<file path="src/rtl/wb_arbiter.sv">
// wb_arbiter: two-master Wishbone B4 classic arbiter.
// M0 is the instruction-fetch (I-cache refill) master and M1 is the
// data-memory master. Each master keeps the shared bus for its whole cyc
// tenure. Responses go back to the owner only. A watchdog aborts any
// transfer that the slave leaves unanswered for TIMEOUT_CYCLES cycles.
// Optional feature macro: WB_ARB_RR_EN. When it is defined, a tie is
// settled by round-robin. When it is undefined, M1 wins every tie.
module wb_arbiter #(
    parameter int TIMEOUT_CYCLES = 255
) (
    input  logic        clk,
    input  logic        rst_n,
    // master 0: instruction fetch
    input  logic [31:0] m0_adr_i,
    input  logic [31:0] m0_dat_i,
    input  logic [3:0]  m0_sel_i,
    input  logic        m0_we_i,
    input  logic        m0_stb_i,
    input  logic        m0_cyc_i,
    output logic [31:0] m0_dat_o,
    output logic        m0_ack_o,
    output logic        m0_err_o,
    output logic        m0_rty_o,
    // master 1: data memory
    input  logic [31:0] m1_adr_i,
    input  logic [31:0] m1_dat_i,
    input  logic [3:0]  m1_sel_i,
    input  logic        m1_we_i,
    input  logic        m1_stb_i,
    input  logic        m1_cyc_i,
    output logic [31:0] m1_dat_o,
    output logic        m1_ack_o,
    output logic        m1_err_o,
    output logic        m1_rty_o,
    // shared slave bus
    output logic [31:0] s_adr_o,
    output logic [31:0] s_dat_o,
    output logic [3:0]  s_sel_o,
    output logic        s_we_o,
    output logic        s_stb_o,
    output logic        s_cyc_o,
    input  logic [31:0] s_dat_i,
    input  logic        s_ack_i,
    input  logic        s_err_i,
    input  logic        s_rty_i,
    // status
    output logic [1:0]  grant_o,
    output logic        timeout_o
);

    // The counter width is at least 1 bit, so that TIMEOUT_CYCLES = 0
    // (watchdog disabled) still gives a legal declaration.
    localparam int            CW    = (TIMEOUT_CYCLES > 0) ? $clog2(TIMEOUT_CYCLES + 1) : 1;
    localparam logic [CW-1:0] LIMIT = CW'(TIMEOUT_CYCLES);
    localparam bit            WD_EN = (TIMEOUT_CYCLES != 0);

    // The state encoding is the one-hot grant vector. This lets grant_o
    // come straight from the state register.
    typedef enum logic [1:0] {
        S_IDLE   = 2'b00,
        S_OWN_M0 = 2'b01,
        S_OWN_M1 = 2'b10
    } state_e;

    state_e        state_q, state_d;
    logic [CW-1:0] cnt_q, cnt_d;

    logic          own_cyc, own_stb, own_we;
    logic [31:0]   own_adr, own_dat;
    logic [3:0]    own_sel;
    logic          slv_resp;
    logic          abort;
    logic          tie_m1;

`ifdef WB_ARB_RR_EN
    logic last_m1_q, last_m1_d;

    // Tie-break register: it records which master got the most recent grant.
    always_ff @(posedge clk or negedge rst_n) begin
        if (!rst_n) begin
            last_m1_q <= 1'b0;
        end else begin
            last_m1_q <= last_m1_d;
        end
    end

    // Record the winner on every new grant. The register holds otherwise.
    always_comb begin
        last_m1_d = last_m1_q;
        if (state_d != state_q && state_d != S_IDLE) begin
            last_m1_d = (state_d == S_OWN_M1);
        end
    end

    assign tie_m1 = ~last_m1_q;
`else
    assign tie_m1 = 1'b1;
`endif

    // Ownership state and watchdog counter.
    always_ff @(posedge clk or negedge rst_n) begin
        if (!rst_n) begin
            state_q <= S_IDLE;
            cnt_q   <= '0;
        end else begin
            state_q <= state_d;
            cnt_q   <= cnt_d;
        end
    end

    // Select the owner's request signals. The result is all zero in IDLE.
    always_comb begin
        own_cyc = 1'b0;
        own_stb = 1'b0;
        own_we  = 1'b0;
        own_adr = '0;
        own_dat = '0;
        own_sel = '0;
        case (state_q)
            S_OWN_M0: begin
                own_cyc = m0_cyc_i;
                own_stb = m0_stb_i;
                own_we  = m0_we_i;
                own_adr = m0_adr_i;
                own_dat = m0_dat_i;
                own_sel = m0_sel_i;
            end
            S_OWN_M1: begin
                own_cyc = m1_cyc_i;
                own_stb = m1_stb_i;
                own_we  = m1_we_i;
                own_adr = m1_adr_i;
                own_dat = m1_dat_i;
                own_sel = m1_sel_i;
            end
            default: ;
        endcase
    end

    assign slv_resp = s_ack_i | s_err_i | s_rty_i;

    // The watchdog fires at the limit unless the slave answers in that
    // same cycle. A real response always wins over the abort.
    assign abort = WD_EN && (state_q != S_IDLE) && (cnt_q == LIMIT) && !slv_resp;

    // Next owner. Arbitration happens only when the bus is idle or when the
    // owner has ended its cyc tenure.
    always_comb begin
        state_d = state_q;
        if (state_q == S_IDLE || !own_cyc) begin
            if (m0_cyc_i && m1_cyc_i) begin
                state_d = tie_m1 ? S_OWN_M1 : S_OWN_M0;
            end else if (m0_cyc_i) begin
                state_d = S_OWN_M0;
            end else if (m1_cyc_i) begin
                state_d = S_OWN_M1;
            end else begin
                state_d = S_IDLE;
            end
        end
    end

    // Stall counter. It counts cycles in which the owner strobes and gets
    // no answer. It restarts on a response, on an abort, or on a new tenure.
    always_comb begin
        cnt_d = cnt_q;
        if (!WD_EN || state_q == S_IDLE || state_d != state_q || slv_resp || abort) begin
            cnt_d = '0;
        end else if (own_stb) begin
            cnt_d = cnt_q + CW'(1);
        end
    end

    // Bus-side mux and response routing. An abort masks cyc and stb for one cycle.
    always_comb begin
        s_adr_o   = own_adr;
        s_dat_o   = own_dat;
        s_sel_o   = own_sel;
        s_we_o    = own_we;
        s_cyc_o   = own_cyc & ~abort;
        s_stb_o   = own_stb & ~abort;

        m0_dat_o  = s_dat_i;
        m1_dat_o  = s_dat_i;

        m0_ack_o  = (state_q == S_OWN_M0) & s_ack_i;
        m0_err_o  = (state_q == S_OWN_M0) & (s_err_i | abort);
        m0_rty_o  = (state_q == S_OWN_M0) & s_rty_i;
        m1_ack_o  = (state_q == S_OWN_M1) & s_ack_i;
        m1_err_o  = (state_q == S_OWN_M1) & (s_err_i | abort);
        m1_rty_o  = (state_q == S_OWN_M1) & s_rty_i;

        grant_o   = state_q;
        timeout_o = abort;
    end

endmodule

</file>
<file path="config.mk">
export PLATFORM = sky130hd
export DESIGN_NAME = wb_arbiter
export DESIGN_NICKNAME = d
export VERILOG_FILES = /design/src/rtl/wb_arbiter.sv
export SDC_FILE = /design/constraint.sdc
export NUM_CORES = 1
export LEC_CHECK = 0
export ABC_AREA = 1
export BUFFER_PORTS_ARGS = -buffer_cell sky130_fd_sc_hd__buf_2
export CORE_AREA = 2 2 126 128
export DETAILED_ROUTE_END_ITERATION = 8
export DIE_AREA = 0 0 128 130
export PLACE_DENSITY = 0.48
export SYNTH_ARGS = -nofsm -noshare
export SYNTH_HDL_FRONTEND = slang
export SYNTH_SLANG_ARGS = --single-unit
</file>
<file path="constraint.sdc">
create_clock -name clk -period 1.6 [get_ports clk]
set_input_delay 0.08 -clock clk [delete_from_list [all_inputs] [get_ports clk]]
set_output_delay 0.08 -clock clk [all_outputs]
set_load 0.01 [all_outputs]
</file>
==> Yosys cells after proc, flatten, opt, wreduce, memory -nomap -nowiden <==
Index checks and enable logic that the tools add are counted.
{ "word_totals": {"ff_bits": 10, "in_bits": 179, "word_cells": 43} }
{ "classes": {"add_sub_neg": 1, "n_eq_ne": 4, "n_mux": 12, "n_bitwise": 12, "n_reduce_logical": 12} }
{ "ops": {"columns": ["operator", "n"], "rows": [
  ["$pmux 32 s2", 2],
  ["$mux 8", 2],
  ["$add 8x1->8 const B", 1],
  ["$and 1x1->1", 8],
  ["$eq 8x8->1 const B", 1],
  ["$mux 2", 4],
  ["$pmux 4 s2", 1],
  ["$pmux 1 s2", 3],
  ["$logic_or 1x1->1", 4],
  ["$reduce_bool 2->1", 2],
  ["$logic_and 1x1->1", 3],
  ["$or 1x1->1", 3],
  ["$eq 2x1->1 const B", 1],
  ["$eq 2x2->1 const B", 1],
  ["$logic_not 1->1", 2],
  ["$logic_not 2->1", 1],
  ["$ne 2x2->1", 1],
  ["$not 1->1", 1]
]} }

==> Depth between registers and ports, before layout <==
{ "depth": {"word_depth": 10, "mapped_depth": 11} }

==> Least setup slack after synthesis <==
No wires, ideal clock.
{ "synth_path": {"kind": "register -> output", "from": "reg state_q[0] (netlist: grant_o[0])", "to": "out s_dat_o[21]", "t_arrival_ps": 1539, "path_slack_ps": -19, "stages_incl_launch_ff": 7, "cell_sequence": "dfrtp_1 -> inv_1 -> ha_1 -> inv_2 -> buf_2 -> buf_4 -> a21oi_2"} }
{ "synth_via": {"elab_chain_len": 2, "elab_cells_between_ends": 3, "cone_classes": "eq/ne: 2; mux: 1"} }
{ "synth_lines": {"columns": ["item", "line", "rtl"], "rows": [
  ["from (decl)", "65", "state_e state_q, state_d;"],
  ["from (signal assigned)", "106", "state_q <= state_d;"],
  ["$eq 2x2->1 or $eq 2x1->1 (tied branches)", "119", "case (state_q)"],
  ["$pmux 32 s2 *", "119", null],
  ["to (decl)", "37", "output logic [31:0] s_dat_o,"]
]} }
Mark *: on every way between the ends. The rest lies on a longest branch, timed or not.

==> Final worst setup path <==
{ "layout_path": {"from": "reg state_q[0] (netlist: grant_o[0])", "to": "out s_dat_o[13]"} }
Same word-level chain as after synthesis.

==> results.json <==
{
  "cts_sinks": 10,
  "critPathBufInv": 4,
  "cts_buffer_depth": 2,
  "startpoint_type": "flip-flop",
  "netSwitchingFraction_pct": 41.8,
  "cp_num_cells": 7,
  "final_common_cell": "buf_2",
  "worst_pin_slew_ps": 253,
  "synth_top_area_share_pct": 27.4,
  "vias": 3225,
  "status": "complete, but fails checks",
  "portBuffers": 226,
  "antenna_cells": 0,
  "cp_cell_sequence": "inv_2 -> ha_4 -> buf_12 -> clkbuf_16 -> nand2_1 -> a21oi_2 -> buf_2",
  "wl_per_cell_um": 15.0,
  "num_io_pins": 323,
  "async_reset_ff_share_pct": 100,
  "drt_drc_violations_left": 0,
  "yosys_warnings": 0,
  "pwr-share-seq_pct": 11.5,
  "gp_congestion": 0.799,
  "route.met3.wl_um": 1140,
  "fin_tns_setup_ps": -1050,
  "initial_core_util_pct": 15.2,
  "vias_per_cell": 4.11,
  "clk_latency_ps": 240,
  "final_cell_mix": "buf_2 (220), nand2_1 (149), a21oi_2 (45)",
  "crit_family": "buffers and inverters",
  "hold_ws_ps": 128,
  "grt_overflow": 0,
  "violations": "negative setup slack",
  "synth.area.top_cells": "nand2_1 (27%), buf_4 (21%), a21oi_1 (13%)",
  "worst-endpoint-arrival_ps": 1600,
  "peakVddDrop_v": 0.000460,
  "grt_max_degree": 40,
  "cts_made_buffers": 3,
  "layout_worst_path_cycle_share_pct": 105,
  "drt_iter0_drc": 106,
  "layout-drive-gt1-share_pct": 62.0,
  "die_area_sq_um": 16600,
  "r2r.worst_path.cells": 10,
  "worst_slack_ps": -83.0,
  "grt_pass1_wl_um": 15000,
  "preCtsSetupSlack_ps": -55.0,
  "hold_viol": 0,
  "rows": 46,
  "firstDrtPassIters": 4,
  "die_h_um": 130,
  "clkPwrFrac_pct": 21.6,
  "rsz0062_at_grt": "yes",
  "die_x_um": 128,
  "p_switching_mw": 0.954,
  "ys.flop_type": "dfrtp_1",
  "highest_layer": "met4",
  "grt_pass1_vias": 2788,
  "slowest_delay_ps": 390,
  "p_int_mw": 1.33,
  "yosysSeqAreaShare_pct": 10.6,
  "synth_edf_count": 0,
  "crit_path_top_delay_cell": "dfrtp_1",
  "wl_met1_um": 4760,
  "critPathCaptureType": "output port",
  "setup_viol": 34,
  "power_frac_comb_pct": 66.9,
  "cts-htree-levels": 1,
  "track_usage_pct": 11.4,
  "core-area_sq_um": 15400,
  "period_needed_ps": 1680,
  "clock_skew_ps": 1.01,
  "detail-route-antenna-nets": 0,
  "holdPathStages": 3,
  "place_hpwl_um": 8320,
  "relSlewSlack_pct": 83.1,
  "p_per_area_nw_per_um2": 554,
  "syn_nets": 595,
  "antenna_found_initial": 0,
  "cts.clk_slew.worst_paths_ps": 40,
  "netlist-cell-type-count": 24,
  "cts_tree": "yes",
  "synthCells": 412,
  "layout.nets": 776,
  "routed_wirelength_um": 11700,
  "drv_cap": 0,
  "hold_class": "primary input to flip-flop",
  "synth_top_cell_by_area": "nand2_1",
  "cts_root_buffer": "clkbuf_16",
  "leakagePower_nw": 2.06,
  "routed-wl-met2_um": 5780,
  "drv_slew": 0,
  "crit_required_ps": 1520,
  "synth_seq_cells": 10,
  "area_growth_pct": 75.4,
  "synth_area_sq_um": 2350,
  "syn-mean-instance-area_sq_um": 5.71,
  "critPathMaxFanout": 10,
  "fmax_mhz": 594,
  "crit_type": "flip-flop to output port"
}
-- cells in the mapped netlist (2+ instances only) --
cell type / count
inv_1: 16
clkbuf_1: 19
ha_1: 4
o21ai_1: 2
a21oi_2: 10
dfrtp_1: 10
o21bai_1: 4
nand3_2: 4
o21a_1: 2
nand3_4: 2
nand3_1: 7
nand2_2: 3
nor2_1: 14
buf_4: 67
nand2_4: 2
nor3_2: 8
a21oi_1: 60
nand2_1: 172
-- worst paths after layout --
check,from,to,slack (ps)
worst max-delay path,grant_o[0],s_dat_o[13],-80
worst min-delay path,m1_cyc_i,grant_o[1],130
worst max register to register,grant_o[1],cnt_q[4],10
worst min register to register,cnt_q[7],cnt_q[7],610
max in group asynchronous,rst_n,cnt_q[2],1160
min in group asynchronous,rst_n,cnt_q[4],230
-- registers in the layout (all words and copies together), names as in the netlist --
signal,cells
cnt_q,8
grant_o,2
-- area by class of cell --
type / count / area (sq um)
clock buffer: 4 / 88.8
fill: 1782 / 11300
inverter: 18 / 82.6
multi-input combinational: 298 / 1780
sequential: 10 / 251
tap: 192 / 240
timing repair buffer: 262 / 1680
-- worst register-to-register path, stage by stage, from the launching register on --
cell and delay (ps):
dfrtp_1 380, inv_2 120, ha_4 220, buf_4 130
nand2_2 50, nand2_4 100, nand2_8 90, buf_4 150
nor2_2 90, nor2_1 60, nor3_2 140
-- kinds of logic after synthesis --
logic type                 after synthesis  share of synthesized area (%)
AOI/OAI and AO/OA                       78                           18.8
xor gates and xnor gates                 1                          0.372
adders and majority gates                4                           2.13
buffers and inverters                  105                           27.6
DFF                                     10                           10.6
and+or+nand+nor                        214                           40.4
-- power groups by stage --
stage,registers [mW],logic [mW],clock network [mW]
2_1_floorplan,0.270,0.729,0
3_3_place_gp,0.265,1.16,0
3_5_place_dp,0.264,1.16,0
4_1_cts,0.262,1.30,0.508
5_1_grt,0.263,1.65,0.522
6_report,0.262,1.53,0.494
-- metal layers --
metal | up-vias | global-route usage, %
met5 | - | 0
li1 | 1611 | -
met3 | 4 | 4.06
met1 | 1434 | 13.1
met4 | 0 | 0.970
met2 | 176 | 21.4
-- through the flow --
step / util (%) / cells / area, sq um / power [mW]
floorplan: - / 412 / 2350 / 0.999
global placement: 21.6 / 758 / 3340 / 1.43
detailed placement: 21.6 / 758 / 3340 / 1.42
CTS: 23.3 / 769 / 3590 / 2.06
global route: 26.7 / 784 / 4130 / 2.44
finish: 26.7 / 784 / 4130 / 2.28
-- what timing repair did --
action	4_1_cts	5_1_grt
pin swaps	1	22
hold buffers	1	0
gates cloned	2	7
resized for setup	20	89
endpoints found under the hold margin	10	0
setup buffers	4	8
endpoints found under the setup margin	74	78
No activity file was read; power rests on OpenSTA's default activity.
